## src/rtl/alu_seq_pkg.sv

```systemverilog
// Shared opcode constants, FSM states and engine modes for the sequential ALU.
package alu_seq_pkg;

    localparam logic [3:0] ALUOP_PD1 = 4'h0;
    localparam logic [3:0] ALUOP_PD2 = 4'h1;
    localparam logic [3:0] ALUOP_ADD = 4'h2;
    localparam logic [3:0] ALUOP_ZER = 4'h3;
    localparam logic [3:0] ALUOP_SUB = 4'h4;
    localparam logic [3:0] ALUOP_AND = 4'h5;
    localparam logic [3:0] ALUOP_OR  = 4'h6;
    localparam logic [3:0] ALUOP_XOR = 4'h7;
    localparam logic [3:0] ALUOP_SHL = 4'h8;
    localparam logic [3:0] ALUOP_SHR = 4'h9;
    localparam logic [3:0] ALUOP_MUL = 4'hA;

    typedef enum logic [1:0] {
        ST_IDLE = 2'd0,
        ST_RUN  = 2'd1,
        ST_DONE = 2'd2
    } state_t;

    localparam logic [1:0] ENG_SHL = 2'd0;
    localparam logic [1:0] ENG_SHR = 2'd1;
    localparam logic [1:0] ENG_MUL = 2'd2;

endpackage

```

## src/rtl/alu_seq_shift_mul.sv

```systemverilog
// Serial shift / shift-add multiply engine: one step per cycle, count-zero marks the last step.
// Next-step values are exposed combinationally so the caller can register the final result on that step.
module alu_seq_shift_mul
    import alu_seq_pkg::*;
#(
    parameter int WIDTH = 8,
    parameter int SHW   = $clog2(WIDTH)
) (
    input  logic             clk_i,
    input  logic             rst_i,
    input  logic             load_i,
    input  logic             step_i,
    input  logic [1:0]       mode_i,
    input  logic [SHW-1:0]   cnt_i,
    input  logic [WIDTH-1:0] acc_i,
`ifdef ALU_SEQ_MUL_EN
    input  logic [WIDTH-1:0] mcand_i,
`endif
    output logic             cnt_zero_o,
    output logic [WIDTH-1:0] res_nxt_o,
    output logic             c_nxt_o,
    output logic             of_nxt_o
);

    logic [1:0]         mode_q;
    logic [SHW-1:0]     cnt_q;
    logic [2*WIDTH-1:0] acc_q;
    logic [2*WIDTH-1:0] acc_d;
    logic               c_d;
    logic               hi_nz;
`ifdef ALU_SEQ_MUL_EN
    logic [WIDTH-1:0]   mcand_q;
    logic [WIDTH:0]     psum;
`endif

    always_comb begin
        acc_d = acc_q;
        c_d   = 1'b0;
`ifdef ALU_SEQ_MUL_EN
        psum  = {1'b0, acc_q[2*WIDTH-1:WIDTH]} + (acc_q[0] ? {1'b0, mcand_q} : {(WIDTH+1){1'b0}});
`endif
        case (mode_q)
            ENG_SHL: begin
                acc_d = {acc_q[2*WIDTH-1:WIDTH], acc_q[WIDTH-2:0], 1'b0};
                c_d   = acc_q[WIDTH-1];
            end
            ENG_SHR: begin
                acc_d = {acc_q[2*WIDTH-1:WIDTH], 1'b0, acc_q[WIDTH-1:1]};
                c_d   = acc_q[0];
            end
`ifdef ALU_SEQ_MUL_EN
            // Multiplier sits in the low half and is consumed as the partial product shifts in.
            ENG_MUL: acc_d = {psum, acc_q[WIDTH-1:1]};
`endif
            default: ;
        endcase
    end

    assign hi_nz      = |acc_d[2*WIDTH-1:WIDTH];
    assign cnt_zero_o = (cnt_q == '0);
    assign res_nxt_o  = acc_d[WIDTH-1:0];
    assign c_nxt_o    = (mode_q == ENG_MUL) ? hi_nz : c_d;
    assign of_nxt_o   = (mode_q == ENG_MUL) ? hi_nz : 1'b0;

    always_ff @(posedge clk_i) begin
        if (rst_i) begin
            mode_q  <= ENG_SHL;
            cnt_q   <= '0;
            acc_q   <= '0;
`ifdef ALU_SEQ_MUL_EN
            mcand_q <= '0;
`endif
        end else if (load_i) begin
            mode_q  <= mode_i;
            cnt_q   <= cnt_i;
            acc_q   <= {{WIDTH{1'b0}}, acc_i};
`ifdef ALU_SEQ_MUL_EN
            mcand_q <= mcand_i;
`endif
        end else if (step_i) begin
            acc_q   <= acc_d;
            cnt_q   <= cnt_q - 1'b1;
        end
    end

endmodule

```

## src/rtl/alu_seq.sv

```systemverilog
// Registered ALU with start/done handshake; single-cycle ops done next cycle, shifts take k cycles, MUL WIDTH.
// Start is ignored while busy (no queueing); define ALU_SEQ_MUL_EN to build the serial multiplier.
module alu_seq
    import alu_seq_pkg::*;
#(
    parameter int WIDTH = 8,
    parameter int SHW   = $clog2(WIDTH)
) (
    input  logic             i_Clk,
    input  logic             i_Reset,
    input  logic             i_Start,
    input  logic [3:0]       i_ALUOp,
    input  logic [WIDTH-1:0] i_Data1,
    input  logic [WIDTH-1:0] i_Data2,
    output logic [WIDTH-1:0] o_Result,
    output logic             o_Z,
    output logic             o_S,
    output logic             o_C,
    output logic             o_OF,
    output logic             o_Busy,
    output logic             o_Done,
    output logic             o_Illegal
);

    state_t           state_q;
    logic [WIDTH-1:0] result_q, res_d;
    logic             z_q, s_q, c_q, of_q;
    logic             z_d, s_d, c_d, of_d;
    logic             busy_q, done_q, illegal_q;
    logic             start_ok, multi, illegal_d, upd_zs;
    logic [WIDTH:0]   sum, diff;
    logic [SHW-1:0]   k;
    logic [1:0]       eng_mode;
    logic [SHW-1:0]   eng_cnt;
    logic [WIDTH-1:0] eng_acc;
    logic             eng_last;
    logic [WIDTH-1:0] eng_res;
    logic             eng_c, eng_of;

    always_comb begin
        start_ok  = i_Start && (state_q != ST_RUN);
        k         = i_Data2[SHW-1:0];
        sum       = {1'b0, i_Data1} + {1'b0, i_Data2};
        diff      = {1'b0, i_Data1} - {1'b0, i_Data2};
        res_d     = result_q;
        z_d       = z_q;
        s_d       = s_q;
        c_d       = c_q;
        of_d      = of_q;
        multi     = 1'b0;
        illegal_d = 1'b0;
        upd_zs    = 1'b0;
        eng_mode  = ENG_SHL;
        eng_cnt   = k - 1'b1;
        eng_acc   = i_Data1;
        case (i_ALUOp)
            ALUOP_PD1: res_d = i_Data1;
            ALUOP_PD2: res_d = i_Data2;
            ALUOP_ADD: begin
                res_d  = sum[WIDTH-1:0];
                c_d    = sum[WIDTH];
                of_d   = (i_Data1[WIDTH-1] == i_Data2[WIDTH-1]) && (sum[WIDTH-1] != i_Data1[WIDTH-1]);
                upd_zs = 1'b1;
            end
            ALUOP_ZER: begin
                res_d = '0;
                z_d   = 1'b1;
            end
            ALUOP_SUB: begin
                res_d  = diff[WIDTH-1:0];
                c_d    = diff[WIDTH];
                of_d   = (i_Data1[WIDTH-1] != i_Data2[WIDTH-1]) && (diff[WIDTH-1] != i_Data1[WIDTH-1]);
                upd_zs = 1'b1;
            end
            ALUOP_AND, ALUOP_OR, ALUOP_XOR: begin
                res_d  = (i_ALUOp == ALUOP_AND) ? (i_Data1 & i_Data2) :
                         (i_ALUOp == ALUOP_OR)  ? (i_Data1 | i_Data2) : (i_Data1 ^ i_Data2);
                c_d    = 1'b0;
                of_d   = 1'b0;
                upd_zs = 1'b1;
            end
            ALUOP_SHL, ALUOP_SHR: begin
                eng_mode = (i_ALUOp == ALUOP_SHL) ? ENG_SHL : ENG_SHR;
                // A zero count never enters RUN: it completes like a pass-through.
                if (k == '0) begin
                    res_d  = i_Data1;
                    c_d    = 1'b0;
                    of_d   = 1'b0;
                    upd_zs = 1'b1;
                end else begin
                    multi = 1'b1;
                end
            end
`ifdef ALU_SEQ_MUL_EN
            ALUOP_MUL: begin
                eng_mode = ENG_MUL;
                eng_cnt  = SHW'(WIDTH - 1);
                eng_acc  = i_Data2;
                multi    = 1'b1;
            end
`endif
            default: illegal_d = 1'b1;
        endcase
        if (upd_zs) begin
            z_d = (res_d == '0);
            s_d = res_d[WIDTH-1];
        end
    end

    alu_seq_shift_mul #(
        .WIDTH (WIDTH),
        .SHW   (SHW)
    ) u_engine (
        .clk_i      (i_Clk),
        .rst_i      (i_Reset),
        .load_i     (start_ok && multi),
        .step_i     (state_q == ST_RUN),
        .mode_i     (eng_mode),
        .cnt_i      (eng_cnt),
        .acc_i      (eng_acc),
`ifdef ALU_SEQ_MUL_EN
        .mcand_i    (i_Data1),
`endif
        .cnt_zero_o (eng_last),
        .res_nxt_o  (eng_res),
        .c_nxt_o    (eng_c),
        .of_nxt_o   (eng_of)
    );

    always_ff @(posedge i_Clk) begin
        if (i_Reset) begin
            state_q   <= ST_IDLE;
            result_q  <= '0;
            z_q       <= 1'b0;
            s_q       <= 1'b0;
            c_q       <= 1'b0;
            of_q      <= 1'b0;
            busy_q    <= 1'b0;
            done_q    <= 1'b0;
            illegal_q <= 1'b0;
        end else begin
            done_q    <= 1'b0;
            illegal_q <= 1'b0;
            case (state_q)
                ST_IDLE, ST_DONE: begin
                    if (start_ok && multi) begin
                        state_q <= ST_RUN;
                        busy_q  <= 1'b1;
                    end else if (start_ok) begin
                        state_q   <= ST_DONE;
                        done_q    <= 1'b1;
                        illegal_q <= illegal_d;
                        result_q  <= res_d;
                        z_q       <= z_d;
                        s_q       <= s_d;
                        c_q       <= c_d;
                        of_q      <= of_d;
                    end else begin
                        state_q <= ST_IDLE;
                    end
                end
                ST_RUN: begin
                    if (eng_last) begin
                        state_q  <= ST_DONE;
                        busy_q   <= 1'b0;
                        done_q   <= 1'b1;
                        result_q <= eng_res;
                        z_q      <= (eng_res == '0);
                        s_q      <= eng_res[WIDTH-1];
                        c_q      <= eng_c;
                        of_q     <= eng_of;
                    end
                end
                default: state_q <= ST_IDLE;
            endcase
        end
    end

    assign o_Result  = result_q;
    assign o_Z       = z_q;
    assign o_S       = s_q;
    assign o_C       = c_q;
    assign o_OF      = of_q;
    assign o_Busy    = busy_q;
    assign o_Done    = done_q;
    assign o_Illegal = illegal_q;

endmodule

```

## config.mk

```make
export PLATFORM = sky130hd
export DESIGN_NAME = alu_seq
export DESIGN_NICKNAME = d
export VERILOG_FILES = /design/src/rtl/alu_seq_pkg.sv /design/src/rtl/alu_seq_shift_mul.sv /design/src/rtl/alu_seq.sv
export SDC_FILE = /design/constraint.sdc
export NUM_CORES = 1
export LEC_CHECK = 0
export BUFFER_PORTS_ARGS = -buffer_cell sky130_fd_sc_hd__buf_2
export CAP_MARGIN = 15
export CORE_ASPECT_RATIO = 0.75
export CORE_MARGIN = 1
export CORE_UTILIZATION = 55
export CTS_BUF_LIST = sky130_fd_sc_hd__clkbuf_4 sky130_fd_sc_hd__clkbuf_8
export DETAILED_ROUTE_END_ITERATION = 8
export PLACE_DENSITY_LB_ADDON = 0.15
export RECOVER_POWER = 50
export SYNTH_ARGS = -nofsm -noshare
export SYNTH_HDL_FRONTEND = slang
export SYNTH_SLANG_ARGS = --single-unit
```

## constraint.sdc

```tcl
create_clock -name i_Clk -period 2.54 [get_ports i_Clk]
set_clock_uncertainty 0.15 [all_clocks]
set_input_delay 0 -clock i_Clk [delete_from_list [all_inputs] [get_ports i_Clk]]
set_output_delay 0 -clock i_Clk [all_outputs]
set_load 0.05 [all_outputs]
```

Word level (Yosys, flattened, before mapping)
Index checks and enable logic that the tools add are counted. Widths: inputs -> output; s select.

Output and inout bits: 15. Logic and storage cells: 130. Input port bits: 23. Register bits after elaboration: 38.

Bitwise operators: 5. Multiplexer cells: 56. $add $sub $neg: 4. Reductions and logical operators: 26. Eq/ne operators: 26.

Operators with widths (number): $mux 8 (8); $pmux 8 s7 (1); $pmux 8 s2 (2); $mux 1 (29); $eq 4x3->1 const B (4); $logic_not 8->1 (2); $pmux 1 s2 (8); $reduce_and 5->1 (2); $reduce_or 10->1 (1); $add 8x8->9 (1); $sub 8x8->9 (1); $and 8x8->8 (1); $eq 4x2->1 const B (2); $eq 4x4->1 const B (2); $ne 2x2->1 const B (4); $or 8x8->8 (1); $pmux 1 s4 (2); $reduce_or 8->1 (1); $xor 8x8->8 (1); $logic_not 3->1 (2); $mux 2 (3); $mux 3 (2); $reduce_and 6->1 (1); $reduce_or 2->1 (3); 21 further kinds (33).

Longest topological paths before layout
Gate-level depths: netlist (run 1).

Depth in word-level cells: 9. Mapped depth: 12. Gate-level depth less buffers: 11.

Cells and area by module
From an unflattened synthesis (run 1), not the netlist that was laid out.

Cells, all modules: 443. Area, all modules: 3417.0 um^2.

By module, submodules not included: alu_seq (area an instance 2570.0 um^2, sequential area each 340.3 um^2, instances 1, cells an instance 347); alu_seq_shift_mul (area an instance 847.1 um^2, sequential area each 260.2 um^2, instances 1, cells an instance 96).

Least setup slack after synthesis (run 1)
OpenSTA, ideal clock, no wires.

Path kind: input port to flip-flop. Start: input port i_ALUOp[3]. End: register u_engine.cnt_q[2]. Slack: 0.374 ns. Arrival time: 1.930 ns. Stages: 12. Cell sequence: buf_4 > or3b_1 > nor2_1 > and3_1 > buf_2 > buf_2 > mux2i_1 > ha_1 > nand2_1 > xnor2_1 > nor2_1 > a211oi_1.

Word-level cells in the longest chain between the ends: 5. Elaborated cells on any way between the ends: 7. Those cells by class: 2 x eq/ne; 2 x mux; 3 x reduce/logical.

RTL lines: from (decl) (RTL line alu_seq.sv:12) `input logic [3:0] i_ALUOp,`; $eq 4x4->1 (RTL line alu_seq.sv:56) `case (i_ALUOp)`; $reduce_or 2->1 (*) (RTL line alu_seq.sv:56); $mux 1 (*) (RTL line alu_seq.sv:56); $logic_and 1x1->1 (*) (RTL line alu_seq.sv:116) `.load_i (start_ok && multi),`; $mux 3 / $reduce_bool 2->1 (equally long branches); to (signal assigned) (RTL line alu_seq_shift_mul.sv:75) `cnt_q <= cnt_i;`; to (signal assigned) (RTL line alu_seq_shift_mul.sv:82) `cnt_q <= cnt_q - 1'b1;`; to (decl) (RTL line alu_seq_shift_mul.sv:26) `logic [SHW-1:0] cnt_q;`.

Mark *: on every way between the ends. The rest lies on a longest branch, timed or not. A chain may end at the register's enable or synchronous reset.

Worst setup path after layout (run 1)
Start: input port i_Data2[0]. End: register result_q[6] (netlist: o_Result[6]).

Word-level cells in the longest chain between the ends: 6. Elaborated cells on any way between the ends: 13. Those cells by class: 2 x add/sub; 1 x eq/ne; 7 x mux; 3 x reduce/logical.

RTL lines: from (decl) (RTL line alu_seq.sv:14) `input logic [WIDTH-1:0] i_Data2,`; parallel branches: the longest is 6 deep, another holds $sub 8x8->9; to (signal assigned) (RTL line alu_seq.sv:153) `result_q <= res_d;`; to (signal assigned) (RTL line alu_seq.sv:167) `result_q <= eng_res;`; to (decl) (RTL line alu_seq.sv:26) `logic [WIDTH-1:0] result_q, res_d;`.

Parallel ways; which one is timed is not known. The select of a mux whose other input is x is not followed.

==> results of run 1 <==
path summary, 6_finish.rpt:
path	startpoint	endpoint	cells after the start
worst max-delay path	i_Data2[0]	o_Result[6]	10
worst min-delay path	i_Reset	o_S	2
worst max register to register	u_engine.cnt_q[2]	o_Result[3]	5
worst min register to register	o_OF	o_OF	2
stage by stage:
stage	area, sq um	hold slack (ps)
floorplan	3124	-54.39
global placement	3402	193.7
detailed placement	3402	196.0
CTS	3578	31.39
global route	3572	53.47
finish	3572	49.79
report_power, final:
| group | internal [mW] | leakage, nW | switching, mW |
|---|---|---|---|
| logic | 0.207 | 1.17 | 0.360 |
| registers | 0.480 | 0.237 | 0.0241 |
| clock network | 0.200 | 0.0484 | 0.172 |
placed cells by master (no fill, tap or decap), types with 6 or more instances in the layout:
| master | instances |
|---|---|
| buf_4 | 17 |
| nand2b_1 | 13 |
| dfxtp_1 | 29 |
| nor2_1 | 53 |
| nand2_1 | 32 |
| ha_1 | 27 |
| clkbuf_1 | 18 |
| a221oi_1 | 8 |
| nor3_1 | 9 |
| a21oi_1 | 26 |
| o21ai_0 | 15 |
| nor3b_1 | 6 |
| nor2b_1 | 8 |
| mux2i_1 | 16 |
| a31oi_1 | 8 |
| inv_1 | 28 |
| a211oi_1 | 6 |
| dlygate4sd3_1 | 9 |
| nand3_1 | 13 |
| buf_2 | 21 |
area by class of cell:
type,count,area [sq um],area share [%]
multi-input combinational,332,2316,64.83
sequential,29,580.6,16.25
timing repair buffer,65,390.4,10.93
inverter,28,105.1,2.942
tap,75,93.84,2.627
clock buffer,6,76.32,2.137
clock inverter,2,10.01,0.2802
logic make-up after synthesis:
kind of cell | share of synthesized area [%]
muxes | 5.847
xor gates and xnor gates | 1.402
AOI/OAI and AO/OA | 25.27
buffers and inverters | 7.969
and+or+nand+nor | 28.43
adders and majority gates | 12.50
DFF | 18.58
flip-flops by register name, summed over array words and instances, names as in the netlist, 2 cells and up:
signal	count
o_Result	8
state_q	2
u_engine.acc_q	8
u_engine.cnt_q	3
routing by layer:
metal,track usage (%),vias to the layer above
met2,51.83,209
met4,9.127,0
met5,0,-
met3,6.357,18
li1,-,1602
met1,48.93,1560
what timing repair did:
item                       in CTS  in global routing
setup endpoints to repair       0                  5
hold endpoints to repair        9                  0
hold buffers                    9                  0
resized for setup               0                  4
==> key figures, run 1 <==
Global route
  – Pin count of the biggest net entering global routing: 31
  – GRT Util Overall: 33.94%
  – Final global-route overflow total: 0
  – First-pass GRT wire length: 15490 microns
  – Initial antenna violation count: 0
  – Vias in the first global route: 3119

Routing
  – Number of remaining DRC errors: 0
  – WL met2: 4108 microns
  – Iter 0 DRT Violations: 296
  – Uppermost layer routed: met4
  – Vias per cell: 6.311
  – Met3 wire len: 929 microns
  – M1 WL: 4386 microns
  – First-pass DRT Iterations: 5
  – Vias after detailed routing: 3389
  – Post-DR wirelength/cell: 17.81 microns
  – Routed WL: 9566 microns
  – Antenna-violating nets left: 0

Die
  – Io pins: 38
  – Core Area: 5410 sq um
  – Row cnt: 23
  – Height of the die: 67.27 microns
  – Die ar.: 5989 sq um
  – Starting Density: 57.75%
  – Die Span X: 89.03 microns

Place
  – GP Congestion: 0.9529
  – Place WS: 65.46 ps
  – Hpwl dp: 7236 microns
  – I/O Buffers: 37
  – # placed instances: 520

Finish
  – Ant. Diodes: 0
  – Share of cells above drive strength 1: 12.99%
  – Core Util, Final: 66.03%
  – Fill cells: 490
  – Post-Layout Cell Count: 537
  – Area growth syn-to-layout: 14.34%
  – Nets: 514

Min path
  – Worst Hold Class: input pin to register

Yosys
  – Post-synthesis net count: 467
  – Leading area contributor after synthesis: dfxtp_1
  – Synth cell count leaders: nor2_1 (53), nand2_1 (32), dfxtp_1 (29)
  – EDFF count, synth: 0
  – Post-synthesis sequential area ratio: 18.58%
  – Synth area leaders: dfxtp_1 (19%), ha_1 (11%), nor2_1 (6.4%), mux2i_1 (5.1%), a21oi_1 (4.2%)
  – Top_reg_cell synth: dfxtp_1
  – Mapped Area: 3124 sq um
  – Distinct cells, synth: 70
  – Most frequent cell after synthesis: nor2_1
  – Syn_area_per_cell: 7.546 sq um
  – Flops & latches, synth: 29
  – Yosys top cell area share: 18.58%
  – Async SR Flop Fraction: 0%
  – Mapped Cells: 414
  – Ys Warns: 0

STA
  – F_max: 418.4 MHz
  – PnR worst setup slack: 149.7 ps
  – Final Critical Period: 2390 ps
  – Worst rel slew slack: 52.89%
  – Setup TNS: 0 ps
  – Period utilization: 94.11%
  – Final Hold Fails: 0
  – Final setup vio count: 0
  – RSZ-0062 raised after global routing: no
  – Slew Viols, Final: 0
  – Worst Tran Pin Value: 704.1 ps

Critical path
  – CP required: 2590 ps
  – Critical path's slowest cell: dlygate4sd3_1
  – CP Cell Sequence: clkbuf_1 -> dlygate4sd3_1 -> buf_4 -> nor4b_1 -> o21a_1 -> nand2_1 -> and4b_1 -> a31oi_1 -> a21oi_1 -> a211oi_2
  – Critical Path Fanout Max: 8
  – Delay-heaviest family, CP: compound AO/OA/AOI/OAI gates
  – Crit. End Element: register
  – Critical path's largest stage delay: 560 ps
  – Critical path arrival: 2440 ps
  – Setup crit start kind: input pin
  – Setup CP Type: input pin to register
  – R2R Setup Slk: 350 ps
  – Worst Path Buf+Inv: 3

Clock network
  – Num CTS Buffers: 5
  – Max clock buf depth: 2
  – Post-CTS setup buffer count: 0
  – CTS tree: built
  – H-tree levels: 2
  – Clk slew on worst S/H paths: 60 ps
  – Worst-skew pair later-pin latency: 280 ps
  – Clk sinks: 29
  – Root buffer cell: clkbuf_8

Power and ir drop
  – Total Power: 1.442 mW
  – PD cells: 403.6 nW/um^2
  – Max IR drop VDD: 258.9 uV
  – Leak Pwr: 1.459 nW

Run
  – Maxcap violations: 0

Status
  – Status: finished, final reports clean
No activity file was read; power rests on OpenSTA's default activity.
==> run 2, diff against run 1 <==
--- a/config.mk
+++ b/config.mk
@@ -12,8 +12,9 @@
 export CORE_UTILIZATION = 55
 export CTS_BUF_LIST = sky130_fd_sc_hd__clkbuf_4 sky130_fd_sc_hd__clkbuf_8
 export DETAILED_ROUTE_END_ITERATION = 8
-export PLACE_DENSITY_LB_ADDON = 0.15
+export PLACE_DENSITY = 0.85
 export RECOVER_POWER = 50
 export SYNTH_ARGS = -nofsm -noshare
 export SYNTH_HDL_FRONTEND = slang
 export SYNTH_SLANG_ARGS = --single-unit
+export TNS_END_PERCENT = 1
==> constraint.sdc (replaced) <==
create_clock -name i_Clk -period 2 [get_ports i_Clk]
set_clock_uncertainty 0.15 [all_clocks]
set_input_delay 0 -clock i_Clk [delete_from_list [all_inputs] [get_ports i_Clk]]
set_output_delay 0 -clock i_Clk [all_outputs]
set_load 0.05 [all_outputs]
==> run 2 against run 1 <==
Net effect: combinational power up 59%; critical path depth down 4; non-clock buffer count up 62; clock power up 28%; register-to-register slack worse by 310 ps; core utilization up 11 points; sequential share of layout area down 2.4 points; die area unchanged; largest power group unchanged; first-iteration DRC count up 46%; sequential power up 27%; cell count up 12%.
==> key figures, run 2 (synthesis results as in run 1) <==
Place
  – Place WS: -410.7 ps (was 65.46 ps)
  – I/O Buffers: 37 (unchanged)
  – Dpl cell area: 3939 sq um (was 3402 sq um)
  – Hpwl dp: 8245 microns (was 7236 microns)
  – GP Congestion: 0.9558 (was 0.9529)
  – # placed instances: 585 (was 520)

Finish
  – Ant. Diodes: 0 (unchanged)
  – Area taken by multi-input logic gates: 2435 sq um (was 2316 sq um)
  – Core Util, Final: 77.45% (was 66.03%)
  – Area growth syn-to-layout: 34.12% (was 14.34%)
  – Design area: 4190 sq um (was 3572 sq um)
  – Post-Layout Cell Count: 599 (was 537)
  – Commonest non-fill, non-tap cells in the layout: buf_4 (82), nor2_1 (52), nand2_1 (32) (was nor2_1 (53), nand2_1 (32), dfxtp_1 (29))
  – Share of cells above drive strength 1: 28.63% (was 12.99%)
  – Nets: 576 (was 514)
  – Commonest non-fill, non-tap cell in the layout: buf_4 (was nor2_1)
  – Fill cells: 425 (was 490)
  – Reg area: 580.6 sq um (unchanged)

Routing
  – First-pass DRT Iterations: 7 (was 5)
  – Post-DR wirelength/cell: 18.31 microns (was 17.81 microns)
  – Met3 wire len: 1295 microns (was 929 microns)
  – Vias per cell: 6.362 (was 6.311)
  – Number of remaining DRC errors: 0 (unchanged)
  – Routed WL: 10970 microns (was 9566 microns)
  – Vias after detailed routing: 3811 (was 3389)
  – Antenna-violating nets left: 0 (unchanged)
  – WL met2: 4980 microns (was 4108 microns)
  – Uppermost layer routed: met4 (unchanged)
  – M1 WL: 4401 microns (was 4386 microns)
  – Iter 0 DRT Violations: 431 (was 296)

STA
  – Final Hold Fails: 0 (unchanged)
  – Final setup vio count: 0 (unchanged)
  – Final Critical Period: 1963 ps
  – Slew Viols, Final: 0 (unchanged)
  – F_max: 509.5 MHz
  – Worst Tran Pin Value: 669.2 ps (was 704.1 ps)
  – Worst rel slew slack: 55.58% (was 52.89%)
  – Hold Slack: 10.79 ps (was 49.79 ps)
  – Period utilization: 98.14%
  – PnR worst setup slack: 37.17 ps (was 149.7 ps)
  – RSZ-0062 raised after global routing: yes (was no)
  – Setup TNS: 0 ps (unchanged)

Critical path
  – CP Cell Sequence: or3_1 -> nor2_1 -> or2_2 -> nor2_1 -> a311o_1 -> a31oi_1 (was clkbuf_1 -> dlygate4sd3_1 -> buf_4 -> nor4b_1 -> o21a_1 -> nand2_1 -> and4b_1 -> a31oi_1 -> a21oi_1 -> a211oi_2)
  – Critical path's slowest cell: or3_1 (was dlygate4sd3_1)
  – CP required: 2060 ps (was 2590 ps)
  – Critical path arrival: 2020 ps (was 2440 ps)
  – Setup crit start kind: register (was input pin)
  – Critical path's largest stage delay: 450 ps (was 560 ps)
  – Most used cell, CP: nor2_1
  – Setup CP Type: register to register (was input pin to register)
  – Critical Path Fanout Max: 5 (was 8)
  – CP Launch Point: u_engine.cnt_q[2] (was i_Data2[0])
  – Crit. End Element: register (unchanged)
  – Worst R2R Path Depth: 6 (was 5)
  – FF-to-FF Start: u_engine.cnt_q[2] (unchanged)

Run
  – Maxcap violations: 0 (unchanged)

Die
  – Height of the die: 67.27 microns (unchanged)
  – Die Span X: 89.03 microns (unchanged)
  – Die ar.: 5989 sq um (unchanged)
  – Starting Density: 57.75% (unchanged)
  – Core Area: 5410 sq um (unchanged)
  – Io pins: 38 (unchanged)
  – Row cnt: 23 (unchanged)

Clock network
  – Root buffer cell: clkbuf_8 (unchanged)
  – Worst-skew pair later-pin latency: 280 ps (about the same)
  – CTS tree: built (unchanged)
  – Clk sinks: 29 (unchanged)
  – Num CTS Buffers: 5 (unchanged)
  – Clk slew on worst S/H paths: 60 ps (about the same)
  – H-tree levels: 2 (unchanged)
  – Max clock buf depth: 2 (unchanged)

Power and ir drop
  – Leak Pwr: 1.793 nW (was 1.459 nW)
  – PD cells: 480.3 nW/um^2 (was 403.6 nW/um^2)
  – Max IR drop VDD: 442.8 uV (was 258.9 uV)
  – Total Power: 2.013 mW (was 1.442 mW)

Min path
  – Hold_sp: i_Data1[7] (was i_Reset)
  – Cell depth of the worst hold path: 4 (was 2)
  – Worst Hold Class: input pin to register (unchanged)

Global route
  – Vias in the first global route: 3666 (was 3119)
  – Final global-route overflow total: 0 (unchanged)
  – First-pass GRT wire length: 16950 microns (was 15490 microns)
  – Initial antenna violation count: 0 (unchanged)
  – Pin count of the biggest net entering global routing: 31 (unchanged)
  – GRT Util Overall: 37.01% (was 33.94%)

Status
  – Status: finished, final reports clean (unchanged)
run 2: timing repair:
| action | in CTS | in global routing |
|---|---|---|
| setup buffers | 0 | 0 |
| hold endpoints to repair | 6 | 0 |
| hold buffers | 6 | 0 |
| pin swaps | 2 | 10 |
| resized for setup | 4 | 25 |
| endpoints found under the setup margin | 6 | 9 |
run 2: area by class of cell:
cell class | count | share of cell area (%)
sequential | 29 | 13.85
multi-input combinational | 332 | 58.11
inverter | 28 | 2.568
timing repair buffer | 127 | 21.17
clock inverter | 2 | 0.2389
clock buffer | 6 | 1.821
tap | 75 | 2.239
run 2: path summary, 6_finish.rpt:
path,end,slack (ps)
max,o_C,40
min,u_engine.acc_q[7],10
max reg2reg,o_C,40
min reg2reg,o_OF,300
run 2: critical path, delay by kind of cell, from the launching register on:
kind	cells	cell delay (ps)
AO/OA/AOI/OAI	2	430
flip-flops	1	320
AND/OR/NAND/NOR	4	970
run 2: where the power goes:
group | internal (mW) | switching [mW] | leakage [nW]
combinational | 0.381 | 0.518 | 1.51
clock | 0.254 | 0.220 | 0.0484
sequential | 0.609 | 0.0301 | 0.237
run 2: routing by layer:
layer / vias to the layer above / global-route usage (%)
li1: 1721 / -
met1: 1755 / 47.45
met2: 295 / 60.48
met3: 40 / 8.802
met4: 0 / 14.48
met5: - / 0
==> run 3, diff against run 2 <==
--- a/config.mk
+++ b/config.mk
@@ -12,7 +12,8 @@
 export CORE_UTILIZATION = 55
 export CTS_BUF_LIST = sky130_fd_sc_hd__clkbuf_4 sky130_fd_sc_hd__clkbuf_8
 export DETAILED_ROUTE_END_ITERATION = 8
-export PLACE_DENSITY = 0.85
+export MAX_ROUTING_LAYER = met4
+export PLACE_DENSITY = 0.82
 export RECOVER_POWER = 50
 export SYNTH_ARGS = -nofsm -noshare
 export SYNTH_HDL_FRONTEND = slang
==> constraint.sdc (replaced) <==
create_clock -name i_Clk -period 2.43 [get_ports i_Clk]
set_clock_uncertainty 0.15 [all_clocks]
set_input_delay 0 -clock i_Clk [delete_from_list [all_inputs] [get_ports i_Clk]]
set_output_delay 0 -clock i_Clk [all_outputs]
set_load 0.05 [all_outputs]
==> run 3 against run 2 <==
Net effect: global-route usage shrank 2.0 points; largest cell class unchanged; largest power group unchanged; core utilization shrank 10 points; register-to-register slack gained 160 ps; power shrank 21%; worst hold slack gained 22 ps; non-clock buffer count shrank 58.
==> key figures, run 3 (synthesis results as in run 1) <==
Status
  – Status: finished, final reports clean (unchanged)

Die
  – Die ar.: 5989 sq um (unchanged)
  – Height of the die: 67.27 microns (unchanged)
  – Starting Density: 57.75% (unchanged)
  – Core Area: 5410 sq um (unchanged)
  – Io pins: 38 (unchanged)
  – Die Span X: 89.03 microns (unchanged)
  – Row cnt: 23 (unchanged)

Place
  – Hpwl dp: 7334 microns (was 8245 microns)
  – I/O Buffers: 37 (unchanged)
  – Dpl cell area: 3447 sq um (was 3939 sq um)
  – Place WS: -34.85 ps (was -410.7 ps)
  – GP Congestion: 0.9774 (was 0.9558)

Critical path
  – Critical path's slowest cell: dlygate4sd3_1 (was or3_1)
  – Worst Path Buf+Inv: 3 (was 0)
  – Setup CP Type: input pin to register (was register to register)
  – Critical Path Fanout Max: 9 (was 5)
  – Delay-heaviest family, CP: compound AO/OA/AOI/OAI gates (was simple AND/OR/NAND/NOR gates)
  – R2R Setup Slk: 200 ps (was 40 ps)
  – CP required: 2430 ps (was 2060 ps)
  – Critical path arrival: 2290 ps (was 2020 ps)
  – Crit. End Element: register (unchanged)
  – Setup crit start kind: input pin (was register)
  – CP Cell Sequence: dlygate4sd3_1 -> buf_2 -> inv_1 -> ha_1 -> nand2b_1 -> a32o_1 -> o21ai_0 -> and4b_1 -> a31oi_1 -> a21oi_1 -> a211oi_2 (was or3_1 -> nor2_1 -> or2_2 -> nor2_1 -> a311o_1 -> a31oi_1)
  – Critical path's largest stage delay: 520 ps (was 450 ps)

Global route
  – First-pass GRT wire length: 15510 microns (was 16950 microns)
  – Vias in the first global route: 3184 (was 3666)
  – Pin count of the biggest net entering global routing: 31 (unchanged)
  – GRT Util Overall: 35.01% (was 37.01%)
  – Initial antenna violation count: 0 (unchanged)
  – Final global-route overflow total: 0 (unchanged)

Clock network
  – Worst-skew pair later-pin latency: 290 ps (was 280 ps)
  – CTS tree: built (unchanged)
  – Clk slew on worst S/H paths: 70 ps (was 60 ps)
  – Num CTS Buffers: 5 (unchanged)
  – Clk sinks: 29 (unchanged)
  – Max clock buf depth: 2 (unchanged)
  – H-tree levels: 2 (unchanged)
  – Post-CTS setup buffer count: 0 (unchanged)
  – Root buffer cell: clkbuf_8 (unchanged)

Routing
  – Number of remaining DRC errors: 0 (unchanged)
  – Routed WL: 9699 microns (was 10970 microns)
  – Iter 0 DRT Violations: 480 (was 431)
  – Vias after detailed routing: 3506 (was 3811)
  – Post-DR wirelength/cell: 17.93 microns (was 18.31 microns)
  – Antenna-violating nets left: 0 (unchanged)
  – Vias per cell: 6.481 (was 6.362)
  – First-pass DRT Iterations: 5 (was 7)

STA
  – Setup TNS: 0 ps (unchanged)
  – Final Critical Period: 2293 ps
  – Slew Viols, Final: 0 (unchanged)
  – Final Hold Fails: 0 (unchanged)
  – Hold Slack: 33.06 ps (was 10.79 ps)
  – Worst Tran Pin Value: 704.1 ps (was 669.2 ps)
  – Period utilization: 94.34%
  – RSZ-0062 raised after global routing: yes (unchanged)
  – Final setup vio count: 0 (unchanged)
  – Worst rel slew slack: 53.06% (was 55.58%)
  – PnR worst setup slack: 137.5 ps (was 37.17 ps)
  – F_max: 436.2 MHz

Run
  – Maxcap violations: 0 (unchanged)

Finish
  – Share of cells above drive strength 1: 15.02% (was 28.63%)
  – Commonest non-fill, non-tap cell in the layout: nor2_1 (was buf_4)
  – Nets: 518 (was 576)
  – Area growth syn-to-layout: 16.22% (was 34.12%)
  – Commonest non-fill, non-tap cells in the layout: nor2_1 (52), nand2_1 (32), dfxtp_1 (29) (was buf_4 (82), nor2_1 (52), nand2_1 (32))
  – Design area: 3631 sq um (was 4190 sq um)
  – Ant. Diodes: 0 (unchanged)

Power and ir drop
  – PD cells: 437.2 nW/um^2 (was 480.3 nW/um^2)
  – Seq pwr share: 33.2% (was 31.8%)
  – Switching share of total power: 38.21% (was 38.17%)
  – P_int: 980.9 uW (was 1.244 mW)
  – Leak Pwr: 1.494 nW (was 1.793 nW)
  – Comb pwr share: 38.2% (was 44.7%)
  – Max IR drop VDD: 314.3 uV (was 442.8 uV)
  – Switching power: 606.5 uW (was 768.1 uW)
  – Power share of the clock group: 28.6% (was 23.5%)

Min path
  – Worst Hold Class: input pin to register (unchanged)
[run 3: power groups by stage]
| stage | combinational (mW) | clock (mW) | sequential, mW |
|---|---|---|---|
| floorplan | 0.343 | 0 | 0.593 |
| global placement | 0.560 | 0 | 0.535 |
| detailed placement | 0.574 | 0 | 0.536 |
| CTS | 0.586 | 0.451 | 0.526 |
| global route | 0.651 | 0.480 | 0.530 |
| finish | 0.606 | 0.454 | 0.527 |
[run 3: metrics by stage]
| stage | power (mW) | util [%] | std cells |
|---|---|---|---|
| final | 1.587 | 67.11 | 541 |
| after global routing | 1.661 | 67.11 | 541 |
| after global placement | 1.094 | 63.71 | 526 |
| after detailed placement | 1.110 | 63.71 | 526 |
| after CTS | 1.563 | 66.88 | 541 |
| after floorplan | 0.9369 | - | 414 |
[run 3: metal layers]
| metal | wire length (microns) | up-vias | GRT usage, % |
|---|---|---|---|
| met3 | 1086 | 34 | 6.601 |
| met5 | 0 | - | - |
| met1 | 4135 | 1618 | 46.53 |
| met4 | 235 | 0 | 10.71 |
| li1 | - | 1609 | - |
| met2 | 4242 | 245 | 54.13 |
[run 3: worst reg2reg max path, delay by kind of cell (launching register included)]
kind                   cells  cell delay, ps
AO/OA/AOI/OAI              1             240
buffers and inverters      1             570
flip-flops                 1             340
multiplexers               1             270
AND/OR/NAND/NOR            2             530
[run 3: cell type report]
cell class                      instances  area (sq um)
Clock buffer                            7         96.34
Clock inverter                          1         5.005
Fill cell                             489          1779
Inverter                               28         105.1
Multi-Input combinational cell        332          2330
Sequential cell                        29         580.6
Tap cell                               75         93.84
Timing Repair Buffer                   69         420.4
[run 3: worst paths after layout]
| check | start | cells after the start | end |
|---|---|---|---|
| worst min-delay path | i_Reset | 2 | o_Result[7] |
| worst max register to register | u_engine.cnt_q[0] | 5 | o_Result[2] |
| worst min register to register | o_OF | 2 | o_OF |
| worst max-delay path | i_Data1[6] | 11 | o_Result[6] |
[run 3: repair_timing]
| item | in CTS | in global routing |
|---|---|---|
| hold endpoints to repair | 8 | 0 |
| setup endpoints to repair | 0 | 16 |
| hold buffers | 7 | 0 |
| resized for setup | 0 | 7 |
